[src/rtl/cdb_arbiter_pkg.sv]
// cdb_arbiter_pkg: shared source encodings and default ROB tag width for the CDB arbiter slice.
// Revision: 1.0
`default_nettype none

package cdb_arbiter_pkg;

    localparam int ROB_R = 4;

    typedef enum logic {
        SRC_RS  = 1'b0,
        SRC_LSB = 1'b1
    } src_e;

endpackage

`default_nettype wire

[src/rtl/cdb_arbiter_if.sv]
// cdb_arbiter_if: result-producer handshakes (RS, LSB) and the broadcast CDB.
// Revision: 1.0
`default_nettype none

interface cdb_arbiter_if
    import cdb_arbiter_pkg::*;
#(
    parameter int ROB_W = ROB_R
);
    logic             rs_valid;
    logic             rs_ready;
    logic [ROB_W-1:0] rs_rob_id;
    logic [31:0]      rs_value;
    logic             lsb_valid;
    logic             lsb_ready;
    logic [ROB_W-1:0] lsb_rob_id;
    logic [31:0]      lsb_value;
    logic             cdb_valid;
    logic [ROB_W-1:0] cdb_rob_id;
    logic [31:0]      cdb_value;

    modport master (
        output rs_valid, rs_rob_id, rs_value,
        output lsb_valid, lsb_rob_id, lsb_value,
        input  rs_ready, lsb_ready,
        input  cdb_valid, cdb_rob_id, cdb_value
    );

    modport slave (
        input  rs_valid, rs_rob_id, rs_value,
        input  lsb_valid, lsb_rob_id, lsb_value,
        output rs_ready, lsb_ready,
        output cdb_valid, cdb_rob_id, cdb_value
    );

endinterface

`default_nettype wire

[src/rtl/cdb_arbiter_fifo.sv]
// cdb_fifo: small power-of-two skid FIFO with flush; head data is visible combinationally.
// Revision: 1.0
`default_nettype none

module cdb_fifo
    import cdb_arbiter_pkg::*;
#(
    parameter int W     = 36,
    parameter int DEPTH = 2,
    localparam int PW   = $clog2(DEPTH),
    localparam int CW   = PW + 1
) (
    input  wire logic          clk_in,
    input  wire logic          rst_in,
    input  wire logic          push,
    input  wire logic          pop,
    input  wire logic          flush,
    input  wire logic [W-1:0]  push_data,
    output logic      [W-1:0]  head_data,
    output logic      [CW-1:0] count
);

    logic [W-1:0]  mem [DEPTH];
    logic [PW-1:0] wr_ptr;
    logic [PW-1:0] rd_ptr;

    always_ff @(posedge clk_in) begin
        if (push && !flush) begin
            mem[wr_ptr] <= push_data;
        end
    end

    always_ff @(posedge clk_in) begin
        if (!rst_in || flush) begin
            wr_ptr <= '0;
            rd_ptr <= '0;
            count  <= '0;
        end else begin
            if (push) begin
                wr_ptr <= wr_ptr + 1'b1;
            end
            if (pop) begin
                rd_ptr <= rd_ptr + 1'b1;
            end
            count <= count + CW'(push) - CW'(pop);
        end
    end

    assign head_data = mem[rd_ptr];

endmodule

`default_nettype wire

[src/rtl/cdb_arbiter.sv]
// cdb_arbiter: round-robin share of the single CDB writeback port between RS and LSB with skid FIFOs.
// Optional macro CDB_AGE_PRIO_EN: ties go to the older ROB tag. Revision: 1.0
`default_nettype none

module cdb_arbiter
    import cdb_arbiter_pkg::*;
#(
    parameter int ROB_W      = ROB_R,
    parameter int FIFO_DEPTH = 2
) (
    input  wire logic             clk_in,
    input  wire logic             rst_in,
    input  wire logic             rdy_in,
    input  wire logic             rob_clear,
    input  wire logic [ROB_W-1:0] rob_head_id,
    cdb_arbiter_if.slave          bus
);

    localparam int W  = ROB_W + 32;
    localparam int CW = $clog2(FIFO_DEPTH) + 1;
    localparam logic [CW-1:0] FULL = CW'(FIFO_DEPTH);

    logic [CW-1:0]    rs_count, lsb_count;
    logic [W-1:0]     rs_head, lsb_head, rs_cand_data, lsb_cand_data, grant_data;
    logic             active, flush, rs_xfer, lsb_xfer, rs_cand, lsb_cand;
    logic             grant_any, rs_grant, lsb_grant;
    logic             rs_push, rs_pop, lsb_push, lsb_pop;
    src_e             last_grant, grant_src, tie_pick;
    logic             cdb_valid_reg;
    logic [ROB_W-1:0] cdb_rob_id_reg;
    logic [31:0]      cdb_value_reg;

    assign active   = rdy_in && !rob_clear;
    assign flush    = rdy_in && rob_clear;
    assign bus.rs_ready  = (rs_count  < FULL);
    assign bus.lsb_ready = (lsb_count < FULL);
    assign rs_xfer  = active && bus.rs_valid  && bus.rs_ready;
    assign lsb_xfer = active && bus.lsb_valid && bus.lsb_ready;

    // An empty FIFO lets a transferring input bypass straight to arbitration.
    assign rs_cand  = (active && rs_count  != '0) || rs_xfer;
    assign lsb_cand = (active && lsb_count != '0) || lsb_xfer;
    assign rs_cand_data  = (rs_count  != '0) ? rs_head  : {bus.rs_rob_id,  bus.rs_value};
    assign lsb_cand_data = (lsb_count != '0) ? lsb_head : {bus.lsb_rob_id, bus.lsb_value};

`ifdef CDB_AGE_PRIO_EN
    logic [ROB_W-1:0] rs_age, lsb_age;
    assign rs_age  = rs_cand_data[W-1:32]  - rob_head_id;
    assign lsb_age = lsb_cand_data[W-1:32] - rob_head_id;
`else
    logic unused_head;
    assign unused_head = ^rob_head_id;
`endif

    always_comb begin
        tie_pick = (last_grant == SRC_LSB) ? SRC_RS : SRC_LSB;
`ifdef CDB_AGE_PRIO_EN
        if (rs_age < lsb_age) begin
            tie_pick = SRC_RS;
        end else if (lsb_age < rs_age) begin
            tie_pick = SRC_LSB;
        end
`endif
        grant_any = rs_cand || lsb_cand;
        grant_src = SRC_RS;
        if (rs_cand && lsb_cand) begin
            grant_src = tie_pick;
        end else if (lsb_cand) begin
            grant_src = SRC_LSB;
        end
    end

    assign rs_grant   = grant_any && (grant_src == SRC_RS);
    assign lsb_grant  = grant_any && (grant_src == SRC_LSB);
    assign rs_pop     = rs_grant  && (rs_count  != '0);
    assign lsb_pop    = lsb_grant && (lsb_count != '0);
    assign rs_push    = rs_xfer   && !(rs_grant  && rs_count  == '0);
    assign lsb_push   = lsb_xfer  && !(lsb_grant && lsb_count == '0);
    assign grant_data = rs_grant ? rs_cand_data : lsb_cand_data;

    cdb_fifo #(.W(W), .DEPTH(FIFO_DEPTH)) u_rs_fifo (
        .clk_in(clk_in), .rst_in(rst_in), .push(rs_push), .pop(rs_pop), .flush(flush),
        .push_data({bus.rs_rob_id, bus.rs_value}), .head_data(rs_head), .count(rs_count)
    );

    cdb_fifo #(.W(W), .DEPTH(FIFO_DEPTH)) u_lsb_fifo (
        .clk_in(clk_in), .rst_in(rst_in), .push(lsb_push), .pop(lsb_pop), .flush(flush),
        .push_data({bus.lsb_rob_id, bus.lsb_value}), .head_data(lsb_head), .count(lsb_count)
    );

    always_ff @(posedge clk_in) begin
        if (!rst_in) begin
            cdb_valid_reg  <= 1'b0;
            cdb_rob_id_reg <= '0;
            cdb_value_reg  <= '0;
            last_grant     <= SRC_LSB;
        end else if (rdy_in) begin
            cdb_valid_reg <= grant_any;
            if (grant_any) begin
                cdb_rob_id_reg <= grant_data[W-1:32];
                cdb_value_reg  <= grant_data[31:0];
                last_grant     <= grant_src;
            end
        end
    end

    assign bus.cdb_valid  = cdb_valid_reg;
    assign bus.cdb_rob_id = cdb_rob_id_reg;
    assign bus.cdb_value  = cdb_value_reg;

endmodule

`default_nettype wire
[src/flat_wrapper.sv]
// flat-port wrapper written by rule: the top's interface ports become plain ports
module cdb_arbiter_flat import cdb_arbiter_pkg::*;
#(
    parameter int ROB_W      = ROB_R,
    parameter int FIFO_DEPTH = 2
)
  (clk_in, rst_in, rdy_in, rob_clear, rob_head_id, bus_rs_valid, bus_rs_rob_id, bus_rs_value, bus_lsb_valid, bus_lsb_rob_id, bus_lsb_value, bus_rs_ready, bus_lsb_ready, bus_cdb_valid, bus_cdb_rob_id, bus_cdb_value);
  cdb_arbiter_if #(.ROB_W(ROB_W)) bus_i ();
  input  wire logic clk_in;
  input  wire logic rst_in;
  input  wire logic rdy_in;
  input  wire logic rob_clear;
  input  wire logic [ROB_W-1:0] rob_head_id;
  input wire logic [$bits(bus_i.rs_valid)-1:0] bus_rs_valid;
  input wire logic [$bits(bus_i.rs_rob_id)-1:0] bus_rs_rob_id;
  input wire logic [$bits(bus_i.rs_value)-1:0] bus_rs_value;
  input wire logic [$bits(bus_i.lsb_valid)-1:0] bus_lsb_valid;
  input wire logic [$bits(bus_i.lsb_rob_id)-1:0] bus_lsb_rob_id;
  input wire logic [$bits(bus_i.lsb_value)-1:0] bus_lsb_value;
  output wire logic [$bits(bus_i.rs_ready)-1:0] bus_rs_ready;
  output wire logic [$bits(bus_i.lsb_ready)-1:0] bus_lsb_ready;
  output wire logic [$bits(bus_i.cdb_valid)-1:0] bus_cdb_valid;
  output wire logic [$bits(bus_i.cdb_rob_id)-1:0] bus_cdb_rob_id;
  output wire logic [$bits(bus_i.cdb_value)-1:0] bus_cdb_value;
  assign bus_i.rs_valid = bus_rs_valid;
  assign bus_i.rs_rob_id = bus_rs_rob_id;
  assign bus_i.rs_value = bus_rs_value;
  assign bus_i.lsb_valid = bus_lsb_valid;
  assign bus_i.lsb_rob_id = bus_lsb_rob_id;
  assign bus_i.lsb_value = bus_lsb_value;
  assign bus_rs_ready = bus_i.rs_ready;
  assign bus_lsb_ready = bus_i.lsb_ready;
  assign bus_cdb_valid = bus_i.cdb_valid;
  assign bus_cdb_rob_id = bus_i.cdb_rob_id;
  assign bus_cdb_value = bus_i.cdb_value;
  cdb_arbiter #(.ROB_W(ROB_W), .FIFO_DEPTH(FIFO_DEPTH)) u_core (.clk_in(clk_in), .rst_in(rst_in), .rdy_in(rdy_in), .rob_clear(rob_clear), .rob_head_id(rob_head_id), .bus(bus_i));
endmodule
[config.mk]
export PLATFORM = sky130hd
export DESIGN_NAME = cdb_arbiter_flat
export DESIGN_NICKNAME = d
export VERILOG_FILES = /design/src/rtl/cdb_arbiter_pkg.sv /design/src/rtl/cdb_arbiter_if.sv /design/src/rtl/cdb_arbiter_fifo.sv /design/src/rtl/cdb_arbiter.sv /design/src/flat_wrapper.sv
export SDC_FILE = /design/constraint.sdc
export NUM_CORES = 1
export LEC_CHECK = 0
export ABC_CLOCK_PERIOD_IN_PS = 3200
export BUFFER_PORTS_ARGS = -buffer_cell sky130_fd_sc_hd__clkbuf_2
export CORE_MARGIN = 2
export CORE_UTILIZATION = 25
export CTS_CLUSTER_SIZE = 12
export DETAILED_ROUTE_END_ITERATION = 7
export GPL_TIMING_DRIVEN = 1
export PLACE_DENSITY = 0.49
export SKIP_CTS_REPAIR_TIMING = 1
export SLEW_MARGIN = 30
export SYNTH_ARGS = -nofsm -noshare
export SYNTH_HDL_FRONTEND = slang
export SYNTH_SLANG_ARGS = --single-unit
[constraint.sdc]
create_clock -name clk_in -period 3.2 [get_ports clk_in]
set_clock_uncertainty 0.05 [all_clocks]
set_input_delay 0.48 -clock clk_in [delete_from_list [all_inputs] [get_ports clk_in]]
set_output_delay 0.48 -clock clk_in [all_outputs]
set_load 0.02 [all_outputs]
**Yosys cells after proc, flatten, opt, wreduce, memory -nomap -nowiden**

Memories as Yosys holds them, arrays and structs flattened. A register that Yosys moved wholly into a read port is not among the register bits.
Cells that the tools add are included.

- $add $sub $neg: 8
- $mul: 0
- Div/mod/pow operators: 0
- $lt $le $gt $ge: 2
- Eq/ne operators: 0
- Shift-type cells: 0
- Mux-type cells: 14
- Bitwise gates (word level): 1
- Reduce and logical (&&, ||, !) cells: 33

Operator list:

| kind | count |
|---|---|
| 2-to-1 mux 36 bit | 3 |
| logical AND 1 bit | 19 |
| 2-to-1 mux 1 bit | 11 |
| zero test 1 bit | 5 |
| adder 1 bit (second input constant) | 4 |
| adder 2 x 1 -> 2 bit | 2 |
| zero test 2 bit | 2 |
| logical OR 1 bit | 4 |
| less-than comparator 2 bit (second input constant) | 2 |
| nonzero test 2 bit | 2 |
| subtractor 2 x 1 -> 2 bit | 2 |
| AND reduction 2 bit | 1 |
| NOT 1 bit | 1 |

- Register bits: 46
- Bits in latches: 0
- RAM bits: 144
- Memory bits (read-only): 0
- Bits of input ports: 82
- Memories: 2

Memories:

| name | depth | width | read ports | clocked after memory_dff | write ports | line | RTL |
|---|---|---|---|---|---|---|---|
| u_core.u_lsb_fifo.mem | 2 | 36 | 1 | 1 | 1 | cdb_arbiter_fifo.sv:23 | `logic [W-1:0] mem [DEPTH];` |
| u_core.u_rs_fifo.mem | 2 | 36 | 1 | 1 | 1 | cdb_arbiter_fifo.sv:23 |  |

**Logic depth before layout (Yosys ltp)**

Gate-level depths: netlist of run 1.

- Depth in word-level cells: 15
- Mapped depth: 10
- Mapped depth without buffers: 9

**By module**

From an unflattened synthesis of run 1, not the netlist that was laid out.

- Cells, all modules: 618
- Area total of the unflattened synthesis: 8491.9 µm²

By module, submodules not included:

| module | times used | cells an instance | area an instance (µm²) | sequential area each (µm²) |
|---|---|---|---|---|
| cdb_fifo | 2 | 133 | 2969.1 | 2262.2 |
| cdb_arbiter | 1 | 352 | 2553.7 | 760.7 |

**Worst setup path before layout of run 1**

Ideal clock, no wire load.

- Path type: input to register
- Start: in rob_clear
- End: mem u_core.u_lsb_fifo.mem[0][0] (enable)
- Setup time: 429 ps
- Data arrival time: 2665 ps
- Data required time: 2721 ps
- Slack: 56 ps
- Cell stages on the path: 4
- Cells stage by stage: nand2b_1 -> nor3_1 -> o2111ai_1 -> nor2_1

- Cells in the longest elaborated chain, start to end: 14

Ends and longest elaborated chain:

| item | line | RTL |
|---|---|---|
| start: declaration | flat_wrapper.sv:12 | `input wire logic rob_clear;` |
| zero test 1 bit | cdb_arbiter.sv:33 | `assign active = rdy_in && !rob_clear;` |
| logical AND 1 bit | cdb_arbiter.sv:33 |  |
| logical AND 1 bit, on equally long branches (2 in series) | cdb_arbiter.sv:38, cdb_arbiter.sv:37 |  |
| logical OR 1 bit, on equally long branches | cdb_arbiter.sv:42, cdb_arbiter.sv:41 |  |
| 2-to-1 mux 1 bit or logical AND 1 bit (tied branches) | cdb_arbiter.sv:68, cdb_arbiter.sv:66 |  |
| 2-to-1 mux 1 bit | cdb_arbiter.sv:66 | `if (rs_cand && lsb_cand) begin` |
| logical AND 1 bit | cdb_arbiter.sv:74 | `assign lsb_grant = grant_any && (grant_src == SRC_LSB);` |
| logical AND 1 bit | cdb_arbiter.sv:78 | `assign lsb_push = lsb_xfer && !(lsb_grant && lsb_count == '0);` |
| zero test 1 bit | cdb_arbiter.sv:78 |  |
| logical AND 1 bit | cdb_arbiter.sv:78 |  |
| logical AND 1 bit * | cdb_arbiter_fifo.sv:28 | `if (push && !flush) begin` |
| 2-to-1 mux 1 bit * | cdb_arbiter_fifo.sv:28 |  |
| 2-to-1 mux 1 bit (not written as such) * | cdb_arbiter_fifo.sv:29 | `mem[wr_ptr] <= push_data;` |
| end: declaration | cdb_arbiter_fifo.sv:23 |  |

Every way passes the cells marked *; elsewhere a longest branch is shown, timed or not.

**Worst setup path after layout of run 1**

- Start: reg u_core.u_rs_fifo.count[0]
- End: reg u_core.u_rs_fifo.count[1]

RTL lines:

| item | line | RTL |
|---|---|---|
| start: declaration | cdb_arbiter_fifo.sv:20 | `output logic [CW-1:0] count` |
| start signal: assignment | cdb_arbiter_fifo.sv:45 | `count <= count + CW'(push) - CW'(pop);` |
| less-than comparator 2 bit or nonzero test 2 bit (tied branches) | cdb_arbiter.sv:35, cdb_arbiter.sv:41, cdb_arbiter.sv:75 |  |
| logical AND 1 bit, on equally long branches | cdb_arbiter.sv:37, cdb_arbiter.sv:41 |  |
| logical OR 1 bit | cdb_arbiter.sv:41 | `assign rs_cand = (active && rs_count != '0) \|\| rs_xfer;` |
| logical AND 1 bit | cdb_arbiter.sv:66 |  |
| 2-to-1 mux 1 bit | cdb_arbiter.sv:66 |  |
| NOT 1 bit | cdb_arbiter.sv:73 | `assign rs_grant = grant_any && (grant_src == SRC_RS);` |
| logical AND 1 bit | cdb_arbiter.sv:73 |  |
| logical AND 1 bit * | cdb_arbiter.sv:75 | `assign rs_pop = rs_grant && (rs_count != '0);` |
| named net u_core.rs_pop | cdb_arbiter.sv:27 | `logic rs_push, rs_pop, lsb_push, lsb_pop;` |
| subtractor 2 x 1 -> 2 bit * | cdb_arbiter_fifo.sv:45 |  |

The timed path passes the listed nets; every way through them passes the cells marked *.
A chain may end at the register's enable or synchronous reset.

==> results.md, run 1 <==
- RSZ-0062 raised after global routing: no
- Crit start category: flip-flop
- Leakage: roughly 3.1 nW
- First-pass GRT wire length: between 30 and 40 mm
- CP max FO: 36
- Rows: 65
- Vias: 4924
- Initial antenna violation count: 5
- Number of I/O port buffers: roughly 120
- Status: finished clean
- Hold WC Path Type: input port to flip-flop
- Final Wtd Congestion: slightly below 0.7
- Starting DRT DRC Count: roughly 260
- Vias in the first global route: 5068
- VDD IR max: 0.339 mV
- Flops & latches, synth: 192
- Width of the chip: ~180 µm
- Gr ovfl total: 0
- Final core occ: roughly 30%
- Synth warnings: 0
- Slew @ Worst Pin: 0.871 ns
- Post-route setup TNS: 0 ns
- Most frequent cells in the layout: 144 x edfxtp_1, 116 x clkbuf_2, 75 x nand2_1, 73 x o211ai_1, 72 x mux2i_1
- Residual DRC: 0
- CTS max path bufs: 2
- Clk Latency, worst-skew pair: 0.44 ns
- Worst Setup End Kind: flip-flop
- Power per cell area: approximately 540 mW/mm²
- Commonest non-fill, non-tap cell in the layout: edfxtp_1
- Detailed-route wire length: 19.5 mm
- Die area: 0.0331 mm²
- Layout cells sized above 1: between 20% and 30%
- Drt pass-1 iters: 4
- Area grow syn2layout: 20.0%
- Die Span Y: 182 µm
- Cell Chain, Critical Path: or2_4 > o211ai_1 > inv_1 > ha_1 > inv_1 > ha_1 > xnor2_1 > xnor2_1 > nor2_1
- Synth cell types: 34
- Synthesized instance count: 581
- Slowest Stage Delay on Critical Path: between 0.4 and 0.5 ns
- WL/cell: approximately 18 µm
- Async S/R FF share, synth: 0%
- Crit path DAT: between 2 and 2.5 ns
- Crit Path Category: flip-flop to flip-flop
- CORE AREA: 0.0313 mm²
- Clock slew at reported path FFs: about 0.08 ns
- Number of synthesized flops with an enable pin: 144
- TritonCTS Buffers: 17
- Relative slew slack: a little over two fifths
- CTS tree: done
- WP data required: 3.48 ns
- F_max: 475 MHz
- Overall routing resource usage: roughly an eighth
- # fillers: 3201
- Largest net degree at the start of global routing: 74
- Crit path time final: 2.11 ns
- Routed Antenna Nets: 0
- IO Pins: 121
- Syn_area_per_cell: 13.6 µm²
- CTS sink cnt: approximately 190
- Setup violations, final: 0
- Max Slew Vio Count: 0
- Max cap viols: 0
- Starting Density: 25.2%
- Ys flop type: edfxtp_1
- Detail Placement HPWL: 12.1 mm
- Fin. Hold Viols: 0
- Worst path bufs/invs: 2
- Critical path's slowest cell: dfxtp_1
- CTS H-tree lvls: 4
- Period Utilization, post-route: approximately 66%
- Post-DR vias/cell: 4.44
- Post-synth net total: 667
- Root Driver: clkbuf_16
- Netlist Area Pre-Place: 0.00791 mm²
- Top cell family by delay on the critical path: simple AND/OR/NAND/NOR gates
- Post-layout nets: 775
- Seq/Total Area, Yosys: between 60 and 70%
[worst paths after layout]
kind | slack [ns] | start | endpoint | cells past startpoint
max | 1.09 | u_core.u_rs_fifo.count[0] | u_core.u_rs_fifo.count[1] | 9
min | 0.19 | bus_rs_value[3] | u_core.u_rs_fifo.mem[0][3] | 1
max reg2reg | 1.09 | u_core.u_rs_fifo.count[0] | u_core.u_rs_fifo.count[1] | 9
min reg2reg | 0.47 | u_core.u_rs_fifo.rd_ptr | u_core.u_rs_fifo.rd_ptr | 2
[per-layer routing]
metal / share of wire [%] / wire (µm) / track usage, %
met2: 45 / 8740 / 19.2
met5: 0.14 / 27 / 0
met4: 1.3 / 246 / 3.84
met3: 5.3 / 1040 / 3.73
met1: 48 / 9460 / 16.4
[worst reg2reg max path, cell delays in order, from the launching register on]
cell and delay, ns:
dfxtp_1 0.43, or2_4 0.43, o211ai_1 0.21, inv_1 0.10, ha_1 0.24, inv_1 0.06
ha_1 0.15, xnor2_1 0.13, xnor2_1 0.14, nor2_1 0.05
[power by group]
group | switching, mW | internal [mW]
clock network | 1.04 | 1.06
registers | 0.0214 | 2.71
logic | 0.191 | 0.110
[cells in the mapped netlist (all sizes together), types with 6 or more instances]
cell type	n	area [µm²]
nor2	11	41.3
o21ai	37	185
edfxtp	144	4320
mux2i	72	721
o211ai	73	548
buf	21	155
inv	9	33.8
dlygate4sd1	6	52.6
a31oi	36	225
nand2	75	282
clkbuf	12	45.0
dfxtp	48	961
[area by class of cell]
cell class	count	area [µm²]	share of cell area, %
clock buffer	18	439	4.63
multi-input combinational	338	2330	24.6
sequential	192	5290	55.7
tap	402	503	5.30
antenna	4	10.0	0.105
inverter	9	33.8	0.356
timing repair buffer	131	743	7.83
clock inverter	14	138	1.45
[stage by stage]
stage                     worst slack [ns]  power, mW  cells  hold slack, ns  cell area, µm²
after CTS                             1.06       5.20   1104           0.160            9480
after detailed placement             0.736       3.09   1072           0.462            8900
after global placement               0.751       3.09   1072           0.439            8900
after global routing                 0.880       5.34   1104           0.164            9480
after floorplan                     0.0557       2.95    581           0.422            7910
final                                 1.09       5.13   1108           0.189            9490
[cells by family (layout without fill, tap and decap cells)]
kind of cell / after synthesis / after routing / share of synthesized area (%)
xor gates and xnor gates: 6 / 6 / 0.665
muxes: 73 / 73 / 9.26
buffers and inverters: 51 / 172 / 4.10
AOI/OAI and AO/OA: 156 / 156 / 13.2
adders and majority gates: 4 / 4 / 0.633
DFF: 192 / 192 / 66.9
and+or+nand+nor: 99 / 99 / 5.25
other: 0 / 4 / 0
(Power assumes the default switching activity.)
==> run 2: changes to the inputs <==
Settings changed: ABC_CLOCK_PERIOD_IN_PS 3200 to 2100, PLACE_DENSITY 0.49 to 0.48.
Clock period 3.2 ns to 2.1 ns, I/O delays scaled along.
==> run 2 against run 1 <==
Against the previous run:
- combinational power up 63%
- sequential share of layout area down 1.3 points
- sequential power up 52%
- worst setup slack worse by 0.96 ns
- global-route usage down 0.38 points
- sequential cell count unchanged
- utilization up 0.73 points
==> results.md, run 2 (synthesized netlist as in run 1, its figures left out) <==
- Final hold slack: 0.0327 ns (-0.156 ns)
- Worst Hold Launch: bus_lsb_value[26]
- Vias: 4969 (+0.91%)
- Die area: 0.0331 mm² (unchanged)
- Worst Hold Path EP: u_core.u_lsb_fifo.mem[0][26]
- Post-layout nets: 796 (+2.7%)
- Layout cells sized above 1: 27.4% (+2.0 points)
- Power per cell area: 799 mW/mm² (+48%)
- Largest net degree at the start of global routing: 73 (-1.4%)
- Detail Placement HPWL: 12.9 mm (+6.4%)
- R2r startpoint: u_core.u_lsb_fifo.count[1]
- Design Power: 7.76 mW (+51%)
- Crit path DAT: 2.23 ns (-0.16 ns)
- Crit start category: flip-flop
- R2R depth: 9 (unchanged)
- Crit Path Category: flip-flop to flip-flop
- Final Wtd Congestion: 0.678 (+0.46%)
- CP max FO: 4 (-89%)
- Crit path time final: 1.96 ns (-0.145 ns)
- Fin. Hold Viols: 0 (unchanged)
- Area grow syn2layout: 22.9%
- Starting DRT DRC Count: 239 (-7.7%)
- Finished Cell Area: 0.00972 mm² (+2.4%)
- First-pass GRT wire length: 29.7 mm (-1.9%)
- Die Span Y: 182 µm (unchanged)
- Max Slew Vio Count: 0 (unchanged)
- Gr ovfl total: 0 (unchanged)
- Rows: 65 (unchanged)
- Worst Setup End Kind: flip-flop
- Placed instance area: 0.00915 mm² (+2.8%)
- Detailed-route wire length: 19.3 mm (-1.2%)
- Residual DRC: 0 (unchanged)
- Overall routing resource usage: 11.9% (-0.38 points)
- Drt pass-1 iters: 4 (unchanged)
- Setup violations, final: 0 (unchanged)
- RSZ-0062 raised after global routing: no
- Clk Latency, worst-skew pair: 0.44 ns (about the same)
- Hold WC Path Type: input port to flip-flop
- CORE AREA: 0.0313 mm² (unchanged)
- Slew @ Worst Pin: 0.795 ns (-0.0759 ns)
- Relative slew slack: 47.0% (+5.1 points)
- Root Driver: clkbuf_16
- WP data required: 2.37 ns (-1.11 ns)
- Post-route setup TNS: 0 ns (unchanged)
- Worst hold stages: 1 (unchanged)
- Number of I/O port buffers: 116 (unchanged)
- Initial antenna violation count: 3 (-2)
- Vias in the first global route: 4973 (-1.9%)
- IO Pins: 121 (unchanged)
- CTS tree: done
- WL/cell: 17.1 µm (-2.8%)
- Width of the chip: 182 µm (unchanged)
- Register-to-register setup slack: 0.14 ns (-0.96 ns)
- Most frequent cells in the layout: 144 x edfxtp_1, 116 x clkbuf_2, 75 x nand2_1, 73 x o211ai_1, 72 x mux2i_1
- TritonCTS Buffers: 17 (unchanged)
- R2R Path End: u_core.u_rs_fifo.count[1]
- Max cap viols: 0 (unchanged)
- VDD IR max: 0.475 mV (+40%)
- CTS H-tree lvls: 4 (unchanged)
- Period Utilization, post-route: 93.4% (+28 points)
- Starting Density: 25.2% (unchanged)
- CTS max path bufs: 2 (unchanged)
- Routed Antenna Nets: 0 (unchanged)
- Commonest non-fill, non-tap cell in the layout: edfxtp_1
- CTS sink cnt: 192 (unchanged)
- Status: finished clean
- F_max: 510 MHz (+7.4%)
- Clock slew at reported path FFs: 0.08 ns (about the same)
- Leakage: 3.19 nW (+3.8%)
- Post-DR vias/cell: 4.41 (-0.70%)
==> run 2: cell types whose count changed in the layout (fill, tap and decap cells not counted), moves of 2 or more <==
cell,change
clkinv_8,+2
inv_8,-6
buf_12,+7
buf_4,+14
diode_2,-3
==> run 2: cell type report <==
class	count	area [µm²]
antenna	1	2.50
clock inverter	14	129
timing repair buffer	152	988
inverter	9	33.8
fill	3142	21600
sequential	192	5290
multi-input combinational	338	2330
tap	402	503
clock buffer	18	439
==> run 2: metal layers <==
metal	GRT usage (%)	up-vias	routed length [µm]
li1	-	2494	-
met3	3.31	18	937
met5	0	-	27
met2	18.6	94	8760
met1	16.3	2359	9340
met4	3.32	4	210
==> run 2: worst max path at each step <==
| stage | startpoint | endpoint | slack [ns] | cells past startpoint |
|---|---|---|---|---|
| 6_report | u_core.u_lsb_fifo.count[1] | u_core.u_rs_fifo.count[1] | 0.14 | 9 |
| 2_1_floorplan | rob_clear | u_core.u_lsb_fifo.mem[0][0] | -0.32 | 4 |
| 3_5_place_dp | rdy_in | u_core.u_rs_fifo.count[1] | 0.03 | 10 |
| 5_1_grt | u_core.last_grant | u_core.u_lsb_fifo.count[1] | 0.0006 | 9 |
| 3_3_place_gp | rdy_in | u_core.u_rs_fifo.count[1] | 0.05 | 10 |
| 4_1_cts | u_core.u_lsb_fifo.count[1] | u_core.u_rs_fifo.count[1] | 0.13 | 9 |
==> run 2: metrics by stage <==
stage / worst slack [ns] / util (%) / std cells
after floorplan: -0.319 / - / 581
after global placement: 0.0490 / 29.2 / 1093
after detailed placement: 0.0308 / 29.2 / 1093
after CTS: 0.131 / 31.0 / 1125
after global routing: 0.000582 / 31.0 / 1125
final: 0.138 / 31.0 / 1126
==> run 2: power by group <==
part / leakage [nW] / switching (mW) / internal [mW]
clock: 0.272 / 1.52 / 1.59
sequential: 1.69 / 0.0311 / 4.13
combinational: 1.22 / 0.297 / 0.193
total: 3.19 / 1.85 / 5.91
==> run 2: worst max-delay path, cell delays in order (launching register included) <==
cell     delay [ns]
dfxtp_1        0.34
or3_4          0.40
a21o_2         0.23
nand2_1        0.09
ha_1           0.23
inv_1          0.06
ha_1           0.15
xnor2_1        0.13
xnor2_1        0.13
nor2_1         0.05
==> run 3: changes to the inputs <==
--- a/config.mk
+++ b/config.mk
@@ -6,4 +6,5 @@
 export NUM_CORES = 1
 export LEC_CHECK = 0
+export ABC_AREA = 1
 export ABC_CLOCK_PERIOD_IN_PS = 2100
 export BUFFER_PORTS_ARGS = -buffer_cell sky130_fd_sc_hd__clkbuf_2
@@ -13,5 +14,6 @@
 export DETAILED_ROUTE_END_ITERATION = 7
 export GPL_TIMING_DRIVEN = 1
-export PLACE_DENSITY = 0.48
+export PLACE_DENSITY = 0.47
+export REMOVE_ABC_BUFFERS = 1
 export SKIP_CTS_REPAIR_TIMING = 1
 export SLEW_MARGIN = 30
==> constraint.sdc (replaced) <==
create_clock -name clk_in -period 2.1 [get_ports clk_in]
set_clock_uncertainty 0.05 [all_clocks]
set_input_delay 0 -clock clk_in [delete_from_list [all_inputs] [get_ports clk_in]]
set_output_delay 0 -clock clk_in [all_outputs]
set_load 0.02 [all_outputs]
==> run 3 against run 2 <==
Against the previous run:
- the run now ends with hold timing left
- wire length grew 15%
- sequential power grew 2%
- first-iteration DRC count grew 78%
- power grew 8.0%
- combinational power grew 86%
- critical path type unchanged
==> results.md, run 3 <==
- Status: finished with violations
- Failing checks: hold timing
- Commonest non-fill, non-tap cell in the layout: nand2_1
- Max Slew Vio Count: 0 (unchanged)
- Crit start category: flip-flop
- CTS tree: done
- CTS H-tree lvls: 4 (unchanged)
- Detailed-route wire length: 22.1 mm (+15%)
- Die Span Y: 184 µm (+1.2%)
- Clk Latency, worst-skew pair: 0.44 ns (about the same)
- Gr ovfl total: 0 (unchanged)
- Register-to-register setup slack: 0.13 ns (about the same)
- Rows: 65 (unchanged)
- Hold WC Path Type: input port to flip-flop
- CP max FO: 7 (+3)
- Period Utilization, post-route: 93.6% (+0.16 points)
- Finished Cell Area: 0.0106 mm² (+9.3%)
- Most common cell in the netlist: nand2_1
- Layout cells sized above 1: 19.8% (-7.6 points)
- CTS sink cnt: 192 (unchanged)
- Crit Path Category: flip-flop to flip-flop
- Post-DR vias/cell: 4.34 (-1.6%)
- Area grow syn2layout: 31.2%
- Area share of the largest cell type after synthesis: 53.4% (-1.3 points)
- R2r startpoint: u_core.u_rs_fifo.count[1]
- Die area: 0.0338 mm² (+2.4%)
- Synth cell types: 30 (-12%)
- Initial antenna violation count: 0 (-3)
- Syn_area_per_cell: 10.1 µm² (-25%)
- Number of I/O port buffers: 116 (unchanged)
- Max cap viols: 0 (unchanged)
- Worst hold stages: 5 (+4)
- Non-Filler Instances: 1402 (+25%)
- Leakage: 4.18 nW (+31%)
- Largest net degree at the start of global routing: 73 (unchanged)
- Fin. Hold Viols: 1 (+1)
- Synthesized instance count: 798 (+37%)
- R2R depth: 11 (+2)
- TritonCTS Buffers: 17 (unchanged)
- Synth warnings: 0 (unchanged)
- Clock slew at reported path FFs: 0.07 ns (about the same)
- Post-layout nets: 1073 (+35%)
- Placed insts: 1296 (+19%)
- CTS max path bufs: 2 (unchanged)
- Largest area contributor in the netlist: edfxtp_1
- Netlist Area Pre-Place: 0.00810 mm² (+2.4%)
- Relative slew slack: 69.7% (+23 points)
- Most frequent cells in the layout: 212 x nand2_1, 144 x edfxtp_1, 116 x clkbuf_2, 78 x a21oi_1, 74 x dlygate4sd3_1
- Commonest cells post-synth: 212 x nand2_1, 144 x edfxtp_1, 78 x a21oi_1
- Drt pass-1 iters: 5 (+1)
- Number of synthesized flops with an enable pin: 144 (unchanged)
- Residual DRC: 0 (unchanged)
- Placed instance area: 0.00930 mm² (+1.6%)
- WP data required: 2.41 ns (+0.04 ns)
- IO Pins: 121 (unchanged)
- Crit path DAT: 2.28 ns (+0.05 ns)
- Setup violations, final: 0 (unchanged)
- Crit path time final: 1.97 ns (+0.00337 ns)
- F_max: 509 MHz (-0.17%)
- R2R Path End: u_core.u_lsb_fifo.count[1]
- Seq/Total Area, Yosys: 65.3% (-1.6 points)
- CORE AREA: 0.0317 mm² (+1.3%)
- Starting DRT DRC Count: 426 (+78%)
- Worst Setup End Kind: flip-flop
- Post-route setup TNS: 0 ns (unchanged)
- Worst Hold Path EP: u_core.u_rs_fifo.wr_ptr
- Async S/R FF share, synth: 0% (unchanged)
- Number of diodes: 0 (-1)
- Starting Density: 25.5% (+0.28 points)
- Synth area leaders: edfxtp_1 53%, dfxtp_1 12%, nand2_1 9.8%
- RSZ-0062 raised after global routing: no
- Overall routing resource usage: 13.1% (+1.2 points)
- Ys flop type: edfxtp_1
- Width of the chip: 184 µm (+1.2%)
- Flops & latches, synth: 192 (unchanged)
- Final core occ: 33.5% (+2.5 points)
- Routed Antenna Nets: 0 (unchanged)
- VDD IR max: 0.432 mV (-9.1%)
- Slew @ Worst Pin: 0.454 ns (-0.341 ns)
- Root Driver: clkbuf_16
- Final Wtd Congestion: 0.770 (+14%)
- Design Power: 8.38 mW (+8.0%)
- Vias: 6087 (+22%)
- Final hold slack: -0.0214 ns (-0.0541 ns)
- Worst Hold Launch: bus_rs_valid
- First-pass GRT wire length: 33.2 mm (+12%)
- Detail Placement HPWL: 14.7 mm (+14%)
- Vias in the first global route: 5592 (+12%)
- Power per cell area: 789 mW/mm² (-1.3%)
- WL/cell: 15.8 µm (-8.0%)
## run 3: cells by family (layout without fill, tap and decap cells)
family	after synthesis	in the layout	synth area share [%]
and+or+nand+nor	308	308	15.3
DFF	192	192	65.3
AOI/OAI and AO/OA	186	186	13.1
buffers and inverters	106	308	5.55
adders and majority gates	4	4	0.618
xor gates and xnor gates	2	2	0.216
## run 3: power breakdown
| part | internal, mW | switching [mW] |
|---|---|---|
| Sequential | 4.18 | 0.0529 |
| Combinational | 0.357 | 0.554 |
| Clock | 1.77 | 1.47 |
## run 3: cell type report
type                    count  area (µm²)
clock buffers              17         425
inverters                  59         221
repair buffers            217        1650
multi-input cells         500        2380
flip-flops and latches    192        5290
well taps                 402         503
fillers                  3283       21100
clock inverters            15         158
## run 3: worst max path at each step
stage,from,end,slack (ns),cells past startpoint
3_5_place_dp,u_core.u_rs_fifo.count[1],u_core.u_lsb_fifo.count[1],0.13,10
5_1_grt,u_core.u_rs_fifo.count[1],u_core.u_lsb_fifo.count[1],0.0003,10
3_3_place_gp,u_core.u_rs_fifo.count[1],u_core.u_lsb_fifo.count[1],0.16,11
4_1_cts,u_core.u_rs_fifo.count[1],u_core.u_lsb_fifo.count[1],0.12,10
2_1_floorplan,u_core.u_lsb_fifo.count[1],u_core.u_rs_fifo.mem[1][0],-1.58,8
6_report,u_core.u_rs_fifo.count[1],u_core.u_lsb_fifo.count[1],0.13,11
## run 3: layer usage
metal	global-route usage [%]	wire, µm
met1	18.1	10700
met2	19.9	10200
met3	3.55	867
met4	4.03	278
met5	0	0
## run 3: worst max-delay path, cell delays in order, from the launching register on
cell	delay [ns]
dfxtp_1	0.44
nor2_4	0.07
nand2_2	0.07
nand3_2	0.10
nand2_4	0.10
buf_4	0.15
nor2_2	0.05
ha_1	0.26
inv_1	0.04
ha_1	0.17
or2_2	0.29
a21oi_1	0.11
## run 3: stage by stage
step | hold slack, ns | setup WS [ns]
after floorplan | 0.0341 | -1.58
after global placement | 0.157 | 0.158
after detailed placement | 0.158 | 0.132
after CTS | -0.308 | 0.125
after global routing | 0.0210 | 0.000331
final | -0.0214 | 0.134
